===== src/rtl/muldiv_if.sv =====
// muldiv_if: issue/result channel between decode/EX, writeback and muldiv_seq.
//   flush                    kill any in-flight op (mispredict/trap)
//   in_valid/in_ready        operand handshake; funct3, word, rs1, rs2, rd payload
//   out_valid/out_ready      result handshake; out_result, out_rd payload
//   busy                     unit occupied, used by hazard logic to stall issue
// master: decode/writeback side. slave: the multiply/divide unit.
interface muldiv_if #(
    parameter int unsigned XLEN = 64
);
    logic            flush;
    logic            in_valid;
    logic            in_ready;
    logic [2:0]      in_funct3;
    logic            in_word;
    logic [XLEN-1:0] in_rs1;
    logic [XLEN-1:0] in_rs2;
    logic [4:0]      in_rd;
    logic            out_valid;
    logic            out_ready;
    logic [XLEN-1:0] out_result;
    logic [4:0]      out_rd;
    logic            busy;

    modport master (
        output flush, in_valid, in_funct3, in_word, in_rs1, in_rs2, in_rd, out_ready,
        input  in_ready, out_valid, out_result, out_rd, busy
    );

    modport slave (
        input  flush, in_valid, in_funct3, in_word, in_rs1, in_rs2, in_rd, out_ready,
        output in_ready, out_valid, out_result, out_rd, busy
    );
endinterface


===== src/rtl/muldiv_seq.sv =====
// muldiv_seq: iterative RV64M multiply/divide unit, one bit per cycle.
//   clk    rising-edge clock
//   rst_n  asynchronous active-low reset
//   bus    muldiv_if.slave: operand handshake in, result handshake out, flush, busy
// Optional feature macro MULDIV_DIV0_BYPASS_EN: divide-by-zero and signed
// overflow are resolved at accept and go straight to DONE (latency 1).
// Without it every op takes XLEN iterations.
module muldiv_seq #(
    parameter int unsigned XLEN = 64
) (
    input logic     clk,
    input logic     rst_n,
    muldiv_if.slave bus
);
    localparam int unsigned CNT_W = $clog2(XLEN);
    localparam int unsigned ACC_W = 2 * XLEN;
    localparam int unsigned SUM_W = XLEN + 1;

    typedef enum logic [1:0] {IDLE, BUSY, DONE} state_t;

    state_t state, state_nxt;

    logic [ACC_W-1:0] acc_q;
    logic [XLEN-1:0]  opb_q;
    logic [CNT_W-1:0] cnt_q;
    logic [2:0]       f3_q;
    logic             word_q;
    logic             neg1_q;
    logic             neg2_q;
    logic [4:0]       rd_q;

    function automatic logic [XLEN-1:0] sext32(input logic [XLEN-1:0] v);
        return {{(XLEN-32){v[31]}}, v[31:0]};
    endfunction

    // Operand conditioning at accept: W extension, signedness, magnitudes.
    logic            sgn1_in, sgn2_in, neg1_in, neg2_in;
    logic [XLEN-1:0] a_ext, b_ext, mag1_in, mag2_in;

    always_comb begin
        sgn1_in = !(bus.in_funct3 inside {3'b011, 3'b101, 3'b111});
        sgn2_in = bus.in_funct3 inside {3'b000, 3'b001, 3'b100, 3'b110};
        a_ext   = bus.in_rs1;
        b_ext   = bus.in_rs2;
        if (bus.in_word) begin
            // DIVUW/REMUW (funct3 odd) zero-extend, MULW/DIVW/REMW sign-extend
            a_ext = bus.in_funct3[0] ? XLEN'(bus.in_rs1[31:0]) : sext32(bus.in_rs1);
            b_ext = bus.in_funct3[0] ? XLEN'(bus.in_rs2[31:0]) : sext32(bus.in_rs2);
        end
        neg1_in = sgn1_in & a_ext[XLEN-1];
        neg2_in = sgn2_in & b_ext[XLEN-1];
        mag1_in = neg1_in ? -a_ext : a_ext;
        mag2_in = neg2_in ? -b_ext : b_ext;
    end

    // One iteration: shift-add multiply or restoring divide on {hi, lo}.
    logic [SUM_W-1:0] mul_sum, div_trial;
    logic [ACC_W-1:0] acc_nxt;

    always_comb begin
        mul_sum   = SUM_W'(acc_q[ACC_W-1:XLEN]) + (acc_q[0] ? SUM_W'(opb_q) : SUM_W'(0));
        div_trial = acc_q[ACC_W-1:XLEN-1] - SUM_W'(opb_q);
        if (f3_q[2]) begin
            acc_nxt = div_trial[XLEN] ? {acc_q[ACC_W-2:0], 1'b0}
                                      : {div_trial[XLEN-1:0], acc_q[XLEN-2:0], 1'b1};
        end else begin
            acc_nxt = {mul_sum, acc_q[XLEN-1:1]};
        end
    end

    // Sign fix and result select, taken from the final iteration's value.
    logic [ACC_W-1:0] prod;
    logic [XLEN-1:0]  quo, rem, raw_res, fix_res;

    always_comb begin
        prod    = (neg1_q ^ neg2_q) ? -acc_nxt : acc_nxt;
        quo     = (neg1_q ^ neg2_q) ? -acc_nxt[XLEN-1:0] : acc_nxt[XLEN-1:0];
        // divide by zero: quotient is all ones regardless of dividend sign
        if (opb_q == '0) quo = '1;
        rem     = neg1_q ? -acc_nxt[ACC_W-1:XLEN] : acc_nxt[ACC_W-1:XLEN];
        if (f3_q[2]) raw_res = f3_q[1] ? rem : quo;
        else         raw_res = (f3_q[1:0] == 2'b00) ? prod[XLEN-1:0] : prod[ACC_W-1:XLEN];
        fix_res = word_q ? sext32(raw_res) : raw_res;
    end

    logic            byp_take;
    logic [XLEN-1:0] done_res;
    logic [4:0]      done_rd;

`ifdef MULDIV_DIV0_BYPASS_EN
    // Early resolution of divide-by-zero and MIN/-1 at accept.
    logic            div0_in, ovf_in;
    logic [XLEN-1:0] min_ext, byp_raw;

    always_comb begin
        min_ext  = bus.in_word ? {{(XLEN-31){1'b1}}, 31'b0} : {1'b1, {(XLEN-1){1'b0}}};
        div0_in  = (b_ext == '0);
        ovf_in   = sgn1_in & (a_ext == min_ext) & (b_ext == '1);
        byp_take = bus.in_funct3[2] & (div0_in | ovf_in);
        if (div0_in) byp_raw = bus.in_funct3[1] ? a_ext : '1;
        else         byp_raw = bus.in_funct3[1] ? '0 : a_ext;
        done_res = (state == IDLE) ? (bus.in_word ? sext32(byp_raw) : byp_raw) : fix_res;
        done_rd  = (state == IDLE) ? bus.in_rd : rd_q;
    end
`else
    assign byp_take = 1'b0;
    assign done_res = fix_res;
    assign done_rd  = rd_q;
`endif

    // FSM next state and control strobes.
    logic accept, done_load;

    always_comb begin
        state_nxt = state;
        accept    = 1'b0;
        done_load = 1'b0;
        case (state)
            IDLE: if (!bus.flush && bus.in_valid) state_nxt = byp_take ? DONE : BUSY;
            BUSY: begin
                if (bus.flush)                          state_nxt = IDLE;
                else if (cnt_q == CNT_W'(XLEN - 1))     state_nxt = DONE;
            end
            DONE: if (bus.flush || bus.out_ready) state_nxt = IDLE;
            default: state_nxt = IDLE;
        endcase
        accept    = (state == IDLE) && (state_nxt != IDLE);
        done_load = (state != DONE) && (state_nxt == DONE);
    end

    // State register.
    always_ff @(posedge clk or negedge rst_n) begin
        if (!rst_n) state <= IDLE;
        else        state <= state_nxt;
    end

    // Iteration datapath.
    always_ff @(posedge clk or negedge rst_n) begin
        if (!rst_n) begin
            acc_q  <= '0;
            opb_q  <= '0;
            cnt_q  <= '0;
            f3_q   <= '0;
            word_q <= 1'b0;
            neg1_q <= 1'b0;
            neg2_q <= 1'b0;
            rd_q   <= '0;
        end else if (accept) begin
            acc_q  <= {XLEN'(0), mag1_in};
            opb_q  <= mag2_in;
            cnt_q  <= '0;
            f3_q   <= bus.in_funct3;
            word_q <= bus.in_word;
            neg1_q <= neg1_in;
            neg2_q <= neg2_in;
            rd_q   <= bus.in_rd;
        end else if (state == BUSY) begin
            acc_q <= acc_nxt;
            cnt_q <= cnt_q + CNT_W'(1);
        end
    end

    // Registered outputs, all derived from the next state.
    always_ff @(posedge clk or negedge rst_n) begin
        if (!rst_n) begin
            bus.out_valid  <= 1'b0;
            bus.out_result <= '0;
            bus.out_rd     <= '0;
            bus.in_ready   <= 1'b1;
            bus.busy       <= 1'b0;
        end else begin
            bus.out_valid <= (state_nxt == DONE);
            bus.in_ready  <= (state_nxt == IDLE);
            bus.busy      <= (state_nxt != IDLE);
            if (done_load) begin
                bus.out_result <= done_res;
                bus.out_rd     <= done_rd;
            end
        end
    end
endmodule

===== src/flat_wrapper.sv =====
// flat-port wrapper written by rule: the top's interface ports become plain ports
module muldiv_seq_flat 
#(
    parameter int unsigned XLEN = 64
)
  (clk, rst_n, bus_flush, bus_in_valid, bus_in_funct3, bus_in_word, bus_in_rs1, bus_in_rs2, bus_in_rd, bus_out_ready, bus_in_ready, bus_out_valid, bus_out_result, bus_out_rd, bus_busy);
  muldiv_if #(.XLEN(XLEN)) bus_i ();
  input logic clk;
  input logic rst_n;
  input wire logic [$bits(bus_i.flush)-1:0] bus_flush;
  input wire logic [$bits(bus_i.in_valid)-1:0] bus_in_valid;
  input wire logic [$bits(bus_i.in_funct3)-1:0] bus_in_funct3;
  input wire logic [$bits(bus_i.in_word)-1:0] bus_in_word;
  input wire logic [$bits(bus_i.in_rs1)-1:0] bus_in_rs1;
  input wire logic [$bits(bus_i.in_rs2)-1:0] bus_in_rs2;
  input wire logic [$bits(bus_i.in_rd)-1:0] bus_in_rd;
  input wire logic [$bits(bus_i.out_ready)-1:0] bus_out_ready;
  output wire logic [$bits(bus_i.in_ready)-1:0] bus_in_ready;
  output wire logic [$bits(bus_i.out_valid)-1:0] bus_out_valid;
  output wire logic [$bits(bus_i.out_result)-1:0] bus_out_result;
  output wire logic [$bits(bus_i.out_rd)-1:0] bus_out_rd;
  output wire logic [$bits(bus_i.busy)-1:0] bus_busy;
  assign bus_i.flush = bus_flush;
  assign bus_i.in_valid = bus_in_valid;
  assign bus_i.in_funct3 = bus_in_funct3;
  assign bus_i.in_word = bus_in_word;
  assign bus_i.in_rs1 = bus_in_rs1;
  assign bus_i.in_rs2 = bus_in_rs2;
  assign bus_i.in_rd = bus_in_rd;
  assign bus_i.out_ready = bus_out_ready;
  assign bus_in_ready = bus_i.in_ready;
  assign bus_out_valid = bus_i.out_valid;
  assign bus_out_result = bus_i.out_result;
  assign bus_out_rd = bus_i.out_rd;
  assign bus_busy = bus_i.busy;
  muldiv_seq #(.XLEN(XLEN)) u_core (.clk(clk), .rst_n(rst_n), .bus(bus_i));
endmodule

===== config.mk =====
export PLATFORM = sky130hd
export DESIGN_NAME = muldiv_seq_flat
export DESIGN_NICKNAME = d
export VERILOG_FILES = /design/src/rtl/muldiv_if.sv /design/src/rtl/muldiv_seq.sv /design/src/flat_wrapper.sv
export SDC_FILE = /design/constraint.sdc
export NUM_CORES = 2
export LEC_CHECK = 0
export CORE_MARGIN = 5
export CORE_UTILIZATION = 55
export DETAILED_ROUTE_END_ITERATION = 10
export PLACE_DENSITY = 0.8
export SLEW_MARGIN = 40
export SYNTH_ARGS = -nofsm -noshare
export SYNTH_HDL_FRONTEND = slang
export SYNTH_SLANG_ARGS = --single-unit

===== constraint.sdc =====
create_clock -name clk -period 13.6 [get_ports clk]
set_clock_uncertainty 0.15 [all_clocks]
set_input_delay 2.72 -clock clk [delete_from_list [all_inputs] [get_ports clk]]
set_output_delay 2.72 -clock clk [all_outputs]
set_load 0.005 [all_outputs]

==> results.sh <==
export IMPL_status="finished clean"
export IMPL_critPathMaxFanout=11
export IMPL_drv_cap=0
export IMPL_cpPeakStageDelay_ns=0.68
export IMPL_drt_iter0_markers=6062
export IMPL_floorplan_initialDensity_pct=55.46
export IMPL_whs_ns=0.3222
export IMPL_vias=38350
export IMPL_seqPwrFrac_pct=15.1
export IMPL_slew_headroom_pct=27.96
export IMPL_synth_area_um2=32670
export IMPL_final_common_cell="nand2_1"
export IMPL_leakage_nw=14.49
export IMPL_grt_usage_pct=45.07
export IMPL_p_sw_share_pct=59.53
export IMPL_cp_arrival_ns=8.07
export IMPL_powerDensity_nw_per_um2=252.0
export IMPL_die_h_um=253.7
export IMPL_cts_num_sinks=283
export IMPL_drt_total_wl_um=152400
export IMPL_wl_per_cell_um=28.46
export IMPL_clk_latency_ns=0.60
export IMPL_grt_pass1_wl_um=222200
export IMPL_startpoint_type="flip-flop"
export IMPL_crit_type="flip-flop to flip-flop"
export IMPL_drt_pass1_iterations=9
export IMPL_grt_max_degree=193
export IMPL_mostFrequentLayoutCells="nand2_1, o21ai_0, nor2_1, a21oi_1, dfrtp_1"
export IMPL_finalCritPeriodShare_pct=56.80
export IMPL_hold_buffers=0
export IMPL_cts_resized_gates=0
export IMPL_syn_nets=4776
export IMPL_synth_edf_count=0
export IMPL_power_frac_comb_pct=74.3
export IMPL_max_freq_mhz=129.5
export IMPL_cp_slowest_cell="nor4_1"
export IMPL_final_setup_viol_count=0
export IMPL_min_period_ns=7.724
export IMPL_cts_made_buffers=36
export IMPL_clk_pin_slew_worst_paths_ns=0.06
export IMPL_dp_slack_ns=6.146
export IMPL_p_clk_share_pct=10.6
export IMPL_async_reset_ff_share_pct=100.0
export IMPL_post_cts_buffers=0
export IMPL_p_int_mw=3.739
export IMPL_finalHoldViolCount=0
export IMPL_cts_tree="done"
export IMPL_fp_dieW_um=253.7
export IMPL_fin_ws_ns=5.876
export IMPL_rows=89
export IMPL_via_per_inst=7.162
export IMPL_ys_types=114
export IMPL_worstPathRequired_ns=13.94
export IMPL_synth_seq_area_share_pct=21.68
export IMPL_final_antenna_net_count=0
export IMPL_postSynthCellCount=4499
export IMPL_irDropWorstVdd_uv=133.4
export IMPL_nNetsFinal=4824
export IMPL_switchingPower_mw=5.501
export IMPL_hold_class="flip-flop to flip-flop"
export IMPL_slew_viol_final=0
export IMPL_htreeDepth=2
export IMPL_dieArea_um2=64380
export IMPL_core_um2=58910
export IMPL_overflow=0
export IMPL_drc=0
export IMPL_yosysWarnings=0
export IMPL_cts_root_buf="clkbuf_16"
export IMPL_cp_end_kind="flip-flop"
export IMPL_syn_mean_instance_area_um2=7.262
export IMPL_tns_ns=0
export IMPL_r2r_cells=22
export IMPL_worst_pin_slew_ns=1.078
export IMPL_fillerInstances=5396
export IMPL_synth_ff_type="dfrtp_1"
export IMPL_ios=214
export IMPL_ys_ff_latch=283
export IMPL_port_buffers=213
export IMPL_first_global_vias=34310
export IMPL_syn_to_final_growth_pct=12.24
export IMPL_dpl_hpwl_um=118300
export IMPL_cts_path_max_buffers=3
export IMPL_antenna_found_initial=6
export IMPL_place_congestion=1.144
export IMPL_grt_setup_unrepaired="no"
export IMPL_drive_gt1_share_pct=6.343
export IMPL_hold_path_cell_count=2
export IMPL_path_cells="inv_1 -> ha_1 -> nand4_1 -> nor4_1 -> and4_1 -> a21boi_2 -> a2111oi_4 -> nor2_1 -> ha_1 -> nand3_1 -> nor3_1 -> o2111a_1 -> and4b_1 -> nor2b_1 -> nor2b_1 -> nand2_1 -> nor2_1 -> nand3_1 -> o41ai_2 -> xor2_1 -> o221ai_1 -> o211ai_1"
worst max-delay path, delay by kind of cell (launching register included):
family | cells | cell delay (ns)
compound gates | 6 | 1.82
xor+xnor | 1 | 0.20
fa+ha+maj | 2 | 0.80
buf+inv | 1 | 0.08
flops | 1 | 0.50
simple gates | 12 | 4.09
logic make-up after synthesis:
logic type               after synthesis  synth area share (%)
flip-flops                           283                 21.68
AND/OR/NAND/NOR                     1749                 26.33
AO/OA/AOI/OAI                       1492                 29.52
XOR/XNOR                             331                 8.873
multiplexers                         104                 3.274
buffers and inverters                405                 5.113
adder cells (fa/ha/maj)              135                 5.216
per-layer routing:
layer | vias to the layer above | global-route usage, % | part of all wire, %
li1 | 16790 | - | -
met1 | 18180 | 63.28 | 39
met2 | 2892 | 60.97 | 39
met3 | 476 | 17.49 | 16
met4 | 8 | 20.36 | 6.0
met5 | - | 0 | 0.049
stage by stage:
stage	utilization, %	cell area, µm²	total power [mW]	std cells
after floorplan	-	32670	5.448	4499
after global placement	59.88	35280	7.734	5280
after detailed placement	60.13	35420	7.786	5281
after CTS	62.09	36570	8.786	5344
after global routing	62.21	36650	9.503	5345
final	62.25	36670	9.240	5354
power by group through the flow:
stage               logic (mW)  clock network, mW  registers, mW
global route              7.09               1.01           1.40
finish                    6.87              0.977           1.39
detailed placement        6.41                  0           1.37
floorplan                 4.22                  0           1.23
global placement          6.38                  0           1.36
CTS                       6.45              0.977           1.36
state kept, by name (all words and copies together), names as in the netlist, 2 cells and up:
| signal | cells |
|---|---|
| u_core.acc_q | 128 |
| u_core.bus.out_rd | 5 |
| u_core.bus.out_result | 64 |
| u_core.cnt_q | 6 |
| u_core.done_rd | 5 |
| u_core.f3_q | 3 |
| u_core.opb_q | 64 |
| u_core.state | 2 |
synth_stat cells (21+ instances only):
library cell    n  share of area [%]
a31oi_1        80                1.5
xor2_1        151                4.0
and2_1         95                1.8
and3_1         40               0.77
inv_1         125                1.4
or4_1          26               0.60
clkbuf_1      204                2.3
a21oi_1       381                5.8
or2_2          23               0.44
nand3_1       156                2.4
a211oi_1       44                1.0
nor4_1         65                1.2
a21o_1         47                1.1
or3_1          44               0.84
o31ai_1        42               0.97
nand4_1        82                1.6
o22ai_1        40               0.77
nand2_1       542                6.2
o21ai_0       436                6.7
o211ai_1       70                1.6
nor2_1        399                4.6
dfrtp_1       282                 22
mux2i_1        90                2.8
ha_1          133                5.1
xnor2_1       180                4.8
nor3_1        119                1.8
nor2b_1        23               0.44
o221ai_1       21               0.56
buf_1          23               0.26
buf_2          34               0.52
nand2b_1       32               0.61
o21a_1         40               0.92
layout make-up:
class	instances	area [µm²]	area share, %
multi-input cells	3811	24200	66.00
flip-flops and latches	283	7087	19.33
repair buffers	290	2766	7.544
well taps	773	967.2	2.638
clock buffers	45	964.7	2.631
inverters	125	470.5	1.283
clock inverters	18	190.2	0.5186
diodes	9	22.52	0.06142
final timing paths:
path / start / endpoint / slack, ns
worst min register to register: u_core.bus.out_result[42]$_DFFE_PN0P_ / u_core.bus.out_result[42]$_DFFE_PN0P_ / 0.32
worst max-delay path: u_core.opb_q[42]$_DFFE_PN0P_ / u_core.bus.out_result[52]$_DFFE_PN0P_ / 5.88
max in group asynchronous: rst_n / u_core.acc_q[57]$_DFFE_PN0P_ / 10.10
worst max register to register: u_core.opb_q[42]$_DFFE_PN0P_ / u_core.bus.out_result[52]$_DFFE_PN0P_ / 5.88
worst min-delay path: u_core.bus.out_result[42]$_DFFE_PN0P_ / u_core.bus.out_result[42]$_DFFE_PN0P_ / 0.32
min in group asynchronous: rst_n / u_core.done_rd[1]$_DFFE_PN0P_ / 1.89
No activity file was read; power rests on OpenSTA's default activity.
